File: config.mk
export PLATFORM = sky130hd
export DESIGN_NAME = header_extractor_flat
export DESIGN_NICKNAME = d
export VERILOG_FILES = /design/src/rtl/parser_pkg.sv /design/src/rtl/header_extractor_if.sv /design/src/rtl/header_extractor_hdr_out_reg.sv /design/src/rtl/header_extractor.sv /design/src/flat_wrapper.sv
export SDC_FILE = /design/constraint.sdc
export NUM_CORES = 1
export LEC_CHECK = 0
export ABC_CLOCK_PERIOD_IN_PS = 2100
export CAP_MARGIN = 20
export CELL_PAD_IN_SITES_DETAIL_PLACEMENT = 2
export CELL_PAD_IN_SITES_GLOBAL_PLACEMENT = 2
export CORE_MARGIN = 2
export CORE_UTILIZATION = 30
export CTS_CLUSTER_SIZE = 30
export DETAILED_ROUTE_END_ITERATION = 12
export PLACE_DENSITY = 0.81
export SLEW_MARGIN = 5
export SYNTH_ARGS = -nofsm -noshare
export SYNTH_HDL_FRONTEND = slang
export SYNTH_SLANG_ARGS = --single-unit
export TNS_END_PERCENT = 100
File: constraint.sdc
create_clock -name clk -period 2.1 [get_ports clk]
set_clock_uncertainty 0.15 [all_clocks]
set_input_delay 0.42 -clock clk [delete_from_list [all_inputs] [get_ports clk]]
set_output_delay 0.42 -clock clk [all_outputs]
set_load 0.02 [all_outputs]
File: src/rtl/parser_pkg.sv
// parser_pkg: shared widths, header word array type and extractor state encoding
package parser_pkg;
    localparam int DATA_W    = 32;
    localparam int HDR_BEATS = 4;

    typedef logic [HDR_BEATS-1:0][DATA_W-1:0] hdr_t;

    typedef enum logic {HDR, PAYLOAD} ext_state_t;
endpackage

File: src/rtl/header_extractor_if.sv
// header_extractor_if: AXI-Stream data/valid/ready/last bundle
interface header_extractor_if;
    import parser_pkg::*;
    logic [DATA_W-1:0] tdata;
    logic              tvalid;
    logic              tready;
    logic              tlast;
    modport master (output tdata, tvalid, tlast, input tready);
    modport slave  (input tdata, tvalid, tlast, output tready);
endinterface

File: src/rtl/header_extractor_hdr_out_reg.sv
// hdr_out_reg: holds one complete header until the downstream consumer takes it
module hdr_out_reg
    import parser_pkg::*;
(
    input  logic clk,
    input  logic rst,
    input  logic load_i,
    input  hdr_t data_i,
    input  logic ready_i,
    output hdr_t data_o,
    output logic valid_o
);
    hdr_t data_q;
    logic valid_q;

    assign data_o  = data_q;
    assign valid_o = valid_q;

    // A load wins over a take, so a header completing as the old one leaves keeps valid high
    always_ff @(posedge clk or negedge rst) begin
        if (!rst) begin
            data_q  <= '0;
            valid_q <= 1'b0;
        end else if (load_i) begin
            data_q  <= data_i;
            valid_q <= 1'b1;
        end else if (valid_q && ready_i) begin
            valid_q <= 1'b0;
        end
    end
endmodule

File: src/rtl/header_extractor.sv
// header_extractor: captures the header beats of each packet and passes the payload through
module header_extractor
    import parser_pkg::*;
(
    input  logic                  clk,
    input  logic                  rst,
    header_extractor_if.slave     s,
    header_extractor_if.master    m,
    input  logic [HDR_BEATS-1:0]  stage_ready,
    output hdr_t                  hdr_data,
    output logic                  hdr_valid,
    input  logic                  hdr_ready,
    output logic                  err_short,
    output logic                  err_stage
);
    ext_state_t           state_q, state_d;
    logic [HDR_BEATS-1:0] mask_q, mask_d;
    hdr_t                 cap_q, cap_d;
    logic                 err_short_q, err_short_d;
    logic                 err_stage_q, err_stage_d;
    logic                 load, s_ready, acc;

    // Header beats stall only while a finished header is held and not being taken
    assign s_ready   = (state_q == PAYLOAD) ? m.tready : !(hdr_valid && !hdr_ready);
    assign acc       = s.tvalid && s_ready;
    assign s.tready  = s_ready;
    assign m.tvalid  = (state_q == PAYLOAD) && s.tvalid;
    assign m.tdata   = s.tdata;
    assign m.tlast   = s.tlast;
    assign err_short = err_short_q;
    assign err_stage = err_stage_q;

    // Next state: store one-hot header words, close the header on the last stage or on tlast
    always_comb begin
        state_d     = state_q;
        mask_d      = mask_q;
        cap_d       = cap_q;
        err_short_d = 1'b0;
        err_stage_d = 1'b0;
        load        = 1'b0;
        if (acc && state_q == PAYLOAD) begin
            if (s.tlast) state_d = HDR;
        end else if (acc) begin
            if ($onehot(stage_ready)) begin
                mask_d = mask_q | stage_ready;
                for (int i = 0; i < HDR_BEATS; i++)
                    if (stage_ready[i]) cap_d[i] = s.tdata;
            end else begin
                err_stage_d = 1'b1;
            end
            if (stage_ready[HDR_BEATS-1]) begin
                load        = &mask_d;
                err_short_d = !(&mask_d);
                mask_d      = '0;
                if (!s.tlast) state_d = PAYLOAD;
            end else if (s.tlast) begin
                err_short_d = 1'b1;
                mask_d      = '0;
            end
        end
    end

    // State, partial-header buffer and error pulse registers
    always_ff @(posedge clk or negedge rst) begin
        if (!rst) begin
            state_q     <= HDR;
            mask_q      <= '0;
            cap_q       <= '0;
            err_short_q <= 1'b0;
            err_stage_q <= 1'b0;
        end else begin
            state_q     <= state_d;
            mask_q      <= mask_d;
            cap_q       <= cap_d;
            err_short_q <= err_short_d;
            err_stage_q <= err_stage_d;
        end
    end

    hdr_out_reg u_hdr_out_reg (
        .clk     (clk),
        .rst     (rst),
        .load_i  (load),
        .data_i  (cap_d),
        .ready_i (hdr_ready),
        .data_o  (hdr_data),
        .valid_o (hdr_valid)
    );
endmodule

File: src/flat_wrapper.sv
// flat-port wrapper written by rule: the top's interface ports become plain ports
module header_extractor_flat import parser_pkg::*;
  (clk, rst, stage_ready, hdr_data, hdr_valid, hdr_ready, err_short, err_stage, s_tdata, s_tvalid, s_tlast, s_tready, m_tdata, m_tvalid, m_tlast, m_tready);
  header_extractor_if s_i ();
  header_extractor_if m_i ();
  input  logic clk;
  input  logic rst;
  input  logic [HDR_BEATS-1:0] stage_ready;
  output hdr_t hdr_data;
  output logic hdr_valid;
  input  logic hdr_ready;
  output logic err_short;
  output logic err_stage;
  input wire logic [$bits(s_i.tdata)-1:0] s_tdata;
  input wire logic [$bits(s_i.tvalid)-1:0] s_tvalid;
  input wire logic [$bits(s_i.tlast)-1:0] s_tlast;
  output wire logic [$bits(s_i.tready)-1:0] s_tready;
  output wire logic [$bits(m_i.tdata)-1:0] m_tdata;
  output wire logic [$bits(m_i.tvalid)-1:0] m_tvalid;
  output wire logic [$bits(m_i.tlast)-1:0] m_tlast;
  input wire logic [$bits(m_i.tready)-1:0] m_tready;
  assign s_i.tdata = s_tdata;
  assign s_i.tvalid = s_tvalid;
  assign s_i.tlast = s_tlast;
  assign s_tready = s_i.tready;
  assign m_tdata = m_i.tdata;
  assign m_tvalid = m_i.tvalid;
  assign m_tlast = m_i.tlast;
  assign m_i.tready = m_tready;
  header_extractor u_core (.clk(clk), .rst(rst), .s(s_i), .m(m_i), .stage_ready(stage_ready), .hdr_data(hdr_data), .hdr_valid(hdr_valid), .hdr_ready(hdr_ready), .err_short(err_short), .err_stage(err_stage));
endmodule
Word level (Yosys, flattened, before mapping) --
Cells that the tools add are included.
Storage, ports and cells: logic and storage cells 65, bits of input ports 42, register bits after elaboration 264, output and inout port bits 166
Operators by class: bitwise gates (word level) 2, eq/ne operators 3, add/sub/neg operators 3, muxes and demuxes 30, reductions and logical operators 14
Operators by type and width (number):
- two-way mux 128 bit | 3
- two-way mux 32 bit | 4
- two-way mux 4 bit | 5
- two-way mux 1 bit | 18
- AND reduction 4 bit | 2
- nonzero test 2 bit | 3
- logical AND 1 bit | 5
- adder 1 x 1 -> 2 bit | 2
- bitwise OR 4 bit | 1
- adder 3 bit | 1
- == test 3 x 1 -> 1 bit, second input constant | 1
- zero test 1 bit | 3
- inequality test 2 x 1 -> 1 bit, second input constant | 1
- inequality test 2 bit, second input constant | 1
- AND reduction 2 bit | 1
- inverter 1 bit | 1

Depth between registers and ports, before layout --
depth after elaboration 12, mapped depth 9, depth with buffers taken out 7

Hierarchy --
A second synthesis with hierarchy kept.
Second synthesis, totals: cell total of the unflattened synthesis 622, area, all modules 10711.5 um2
Modules (own cells, without submodules):
- header_extractor | area an instance 5879.4 um2, cells each 349, sequential area each 3378.2 um2, instances 1
- hdr_out_reg | area an instance 4832.1 um2, cells each 273, sequential area each 3228.1 um2, instances 1

Worst setup path after synthesis --
OpenSTA, ideal clock, no wires.
kind input to register, start point input stage_ready[0], end point register u_core.u_hdr_out_reg.data_q, in the netlist u_core.u_hdr_out_reg.data_o[11], arrival time 2.929 ns, slack -1.103 ns, data required time 1.825 ns, stages 9, setup time 0.125 ns, cells stage by stage ha_1 -> ha_1 -> fa_1 -> nor3b_4 -> a21oi_1 -> nor4_1 -> buf_2 -> buf_4 -> mux2_2
On the way: word-level cells in the longest chain between the ends 10, elaborated cells on any way between the ends 15, those cells by class 2 x add/sub; 1 x eq/ne; 10 x mux; 1 x bitwise; 1 x reduce/logical
Ends and longest elaborated chain:
- start, declared | RTL line flat_wrapper.sv:8 | input logic [HDR_BEATS-1:0] stage_ready;
- adder 1 x 1 -> 2 bit (implied by the code) | RTL line header_extractor.sv:44 | if ($onehot(stage_ready)) begin
- adder 3 bit (implied by the code) | RTL line header_extractor.sv:44
- == test 3 x 1 -> 1 bit | RTL line header_extractor.sv:44
- two-way mux 4 bit | RTL line header_extractor.sv:44
- two-way mux 4 bit | RTL line header_extractor.sv:43 | end else if (acc) begin
- two-way mux 4 bit | RTL line header_extractor.sv:41 | if (acc && state_q == PAYLOAD) begin
- AND reduction 4 bit | RTL line header_extractor.sv:52 | load = &mask_d;
- two-way mux 1 bit | RTL line header_extractor.sv:51 | if (stage_ready[HDR_BEATS-1]) begin
- two-way mux 1 bit | RTL line header_extractor.sv:43
- two-way mux 1 bit | RTL line header_extractor.sv:41
- end signal, assigned | RTL line header_extractor_hdr_out_reg.sv:25 | data_q <= data_i;
- end, declared | RTL line header_extractor_hdr_out_reg.sv:13 | hdr_t data_q;
Parallel ways exist; a longest one is shown, timed or not. The select of a mux whose other input is x is not followed. A chain may end at the register's enable or synchronous reset.

==> key figures <==
Floorplan
  – Top-level port count: 208
  – Placeable core region: 33,400 sq um
  – Initial core utilization: 30.4%
  – Die footprint: 35,300 sq um
  – Core Rows: 67
  – Width of the die: 188 microns
  – Die Height: 188 microns

Timing
  – Final setup slack of the worst path: -0.721 ns
  – Count of final max-slew check failures: 0
  – Min Hold Slack: 0.199 ns
  – Hold violation count in the final report: 0
  – Final period utilization: 134%
  – Unrepaired setup endpoints after global routing: yes
  – Transition time at the pin with the least slew margin: 0.477 ns
  – Final number of setup-violating endpoints: 263
  – Crit path time final: 2.82 ns
  – Timing-limited maximum frequency: 354 MHz
  – Relative max-transition margin: 67.8%

Worst setup path
  – R2r worst-path depth: 7
  – Largest stage delay on the critical path: 0.48 ns
  – Cell type of the slowest stage on the worst timing path: sky130_fd_sc_hd__fa_2
  – CP Class: in2reg
  – Worst Path Buf+Inv: 5
  – Series of cell instances along the critical path: buf_8 -> ha_4 -> ha_4 -> fa_2 -> nor3b_4 -> buf_6 -> buf_4 -> nand4_1 -> buf_6 -> bufbuf_16 -> mux2_2 -> mux2_2
  – Arrival time reported for the critical path endpoint: 3.10 ns
  – Critical path endpoint category: flop
  – Worst-path maximum fanout: 9
  – Internal reg-to-reg setup slack: -0.22 ns
  – Origin of the critical flop-to-flop path: u_core.state_q$_DFFE_PN0P_
  – Critical Path Start: stage_ready[0]
  – Launching element type of the critical path: input pin
  – Category of cells accounting for the largest share of critical-path delay: adder cells
  – End of the worst register-to-register path: u_core.u_hdr_out_reg.data_o[118]$_DFFE_PN0P_
  – Required time reported for the critical path endpoint: 2.38 ns

Clock network
  – Number of buffers created by CTS: 30
  – TritonCTS Sinks: 264
  – Register clock-pin slew on the reported worst setup and hold paths: 0.06 ns
  – Maximum level of the CTS H-tree: 1
  – Clock tree from TritonCTS: yes
  – Worst skew pair latency: 0.54 ns
  – Cell chosen for the clock root: sky130_fd_sc_hd__clkbuf_16
  – Buffer levels on the longest clock path: 3

Logic synthesis
  – Syn_area_per_cell: 16.5 sq um
  – Number of synthesized register bits: 264
  – Dominant cell type by area after synthesis: sky130_fd_sc_hd__dfrtp_1
  – Leading post-synthesis cells by cell area: sky130_fd_sc_hd__dfrtp_1 65%, sky130_fd_sc_hd__mux2_2 25%, sky130_fd_sc_hd__mux2_1 3.5%
  – Synthesized cell area: 10,200 sq um
  – Number of synthesis warnings: 0
  – Post-synthesis sequential area ratio: 65.1%
  – Synthesized instance count: 615
  – Synthesized net count: 661
  – Distinct cell type count after synthesis: 26
  – Top cell type's share of synthesized area: 65.1%

Final layout
  – Fill cell count: 3,106
  – Net count of the finished layout: 955
  – Utilization after layout: 46.4%
  – Most common library cell in the layout ignoring fill and taps: sky130_fd_sc_hd__dfrtp_1
  – Area growth from synthesis to final layout: 52.9%
  – # diodes: 0
  – Commonest cells after routing, fill and taps aside: 264 x sky130_fd_sc_hd__dfrtp_1, 130 x sky130_fd_sc_hd__mux2_2, 126 x sky130_fd_sc_hd__dlygate4sd2_1
  – Count of placed standard cells in the final layout, fillers left out: 1,380
  – Share of cells above drive strength 1: 47.1%

Status
  – Violated checks: negative setup slack
  – Result of the run: finished, violations left

Placement
  – Placed cell count: 1,282
  – Gpl congestion: 0.722
  – Count of input and output buffers: 207
  – Detailed Place HPWL: 18.6 mm

Hold path
  – Launch instance of the worst min-delay path: stage_ready[3]
  – Worst Hold Depth: 4
  – Worst hold path class: in2reg
  – Worst min-delay path endpoint: u_core.state_q$_DFFE_PN0P_

GRT
  – First-pass GRT wire length: 49.5 mm
  – Number of antenna violations at the first check in global routing: 0
  – Aggregate global routing overflow: 0
  – Via count of the first global-routing pass: 7,588
  – GRT Resource Usage Total: 18.3%
  – Maximum number of pins on one net before global-route repair: 57

Route
  – First-pass DRT Iterations: 4
  – Average wire per cell in the routed design: 24.5 microns
  – DR WL met3: 1.14 mm
  – DR vias: 6,313
  – Total Routed Length: 33.8 mm
  – Routed length on met2: 18.2 mm
  – Count of antenna-violating nets left after detailed routing: 0
  – Post-route DRC: 0
  – Routed length on met1: 13.6 mm
  – Detailed-route vias per instance: 4.57
  – DRC violation total after the first TritonRoute iteration: 221
  – Top sig layer: met4

Flow run
  – Number of max-cap violations: 0

Power and ir drop
  – Power density relative to cell area: 1000 nW/um^2
  – Total leakage power: 8.11 nW
  – Post-layout total power: 15.5 mW
  – Largest voltage drop on the vdd net: 0.000557 V
[tightest hold or removal path, delay by kind of cell]
kind / cells / cell delay [ns]
buffers and inverters: 2 / 0.22
AOI/OAI and AO/OA: 2 / 0.21
[cells in the mapped netlist, drive strengths merged]
master	count
mux2	257
dfrtp	264
nand4	4
a21boi	3
nor2	2
nor3	1
and2	3
nand2b	1
nand2	1
a21oi	2
a21bo	1
clkbuf	6
buf	55
o221ai	1
nor4bb	1
fa	1
nor2b	1
nor3b	1
inv	3
ha	3
nor4	1
o21ai	1
a31oi	2
[where the power goes]
group | internal (mW) | switching (mW)
Sequential | 6.39 | 0.465
Clock | 3.45 | 2.14
Combinational | 1.65 | 1.41
Total | 11.5 | 4.02
[routing by layer]
layer | global-route usage [%] | vias to the layer above
met3 | 2.92 | 51
met2 | 33.6 | 163
met4 | 4.57 | 0
met5 | 0 | -
met1 | 22.3 | 3381
li1 | - | 2718
[worst max-delay path by stage]
stage,to,cells after the start
after floorplan,u_core.u_hdr_out_reg.data_o[10]$_DFFE_PN0P_,9
after detailed placement,u_core.u_hdr_out_reg.data_o[114]$_DFFE_PN0P_,10
after global routing,u_core.u_hdr_out_reg.data_o[63]$_DFFE_PN0P_,12
after CTS,u_core.u_hdr_out_reg.data_o[48]$_DFFE_PN0P_,11
final,u_core.u_hdr_out_reg.data_o[40]$_DFFE_PN0P_,12
after global placement,u_core.u_hdr_out_reg.data_o[106]$_DFFE_PN0P_,10
[flip-flops by register name, indices dropped and copies added, names as in the netlist]
name	count
u_core.err_short	1
u_core.u_hdr_out_reg.valid_o	1
u_core.u_hdr_out_reg.data_o	128
u_core.mask_q	4
u_core.err_stage	1
u_core.cap_q	128
u_core.state_q	1
[cells by family after synthesis]
kind of cell,after synthesis,share of synthesized area [%]
flops,264,65.1
buf+inv,64,4.14
fa+ha+maj,4,0.567
compound gates,10,0.678
mux,257,28.5
simple gates,16,1.06
[timing repair]
action | in CTS | in global routing
pin swaps | 7 | 4
endpoints found under the setup margin | 390 | 289
setup buffers | 24 | 3
gates resized for setup | 283 | 82
hold endpoints to repair | 46 | 0
hold buffers | 1 | 0
cloned | 12 | 8
[metrics by stage]
step | instance area (sq um) | setup TNS, ns | worst slack, ns
3_5_place_dp | 13200 | -385.49 | -1.75
2_1_floorplan | 10400 | -184.55 | -0.881
3_3_place_gp | 13200 | -361.37 | -1.65
6_report | 15500 | -128.98 | -0.721
4_1_cts | 15200 | -116.14 | -0.688
5_1_grt | 15500 | -143.41 | -0.787
[area by class of cell]
cell class / instances / area (sq um) / area share, %
clock buffers: 44 / 905 / 5.83
clock inverters: 11 / 158 / 1.02
inverters: 3 / 11.3 / 0.0725
multi-input cells: 287 / 3710 / 23.9
flip-flops and latches: 264 / 6610 / 42.5
well taps: 448 / 561 / 3.61
repair buffers: 323 / 3580 / 23.1
(Power assumes the default switching activity.)
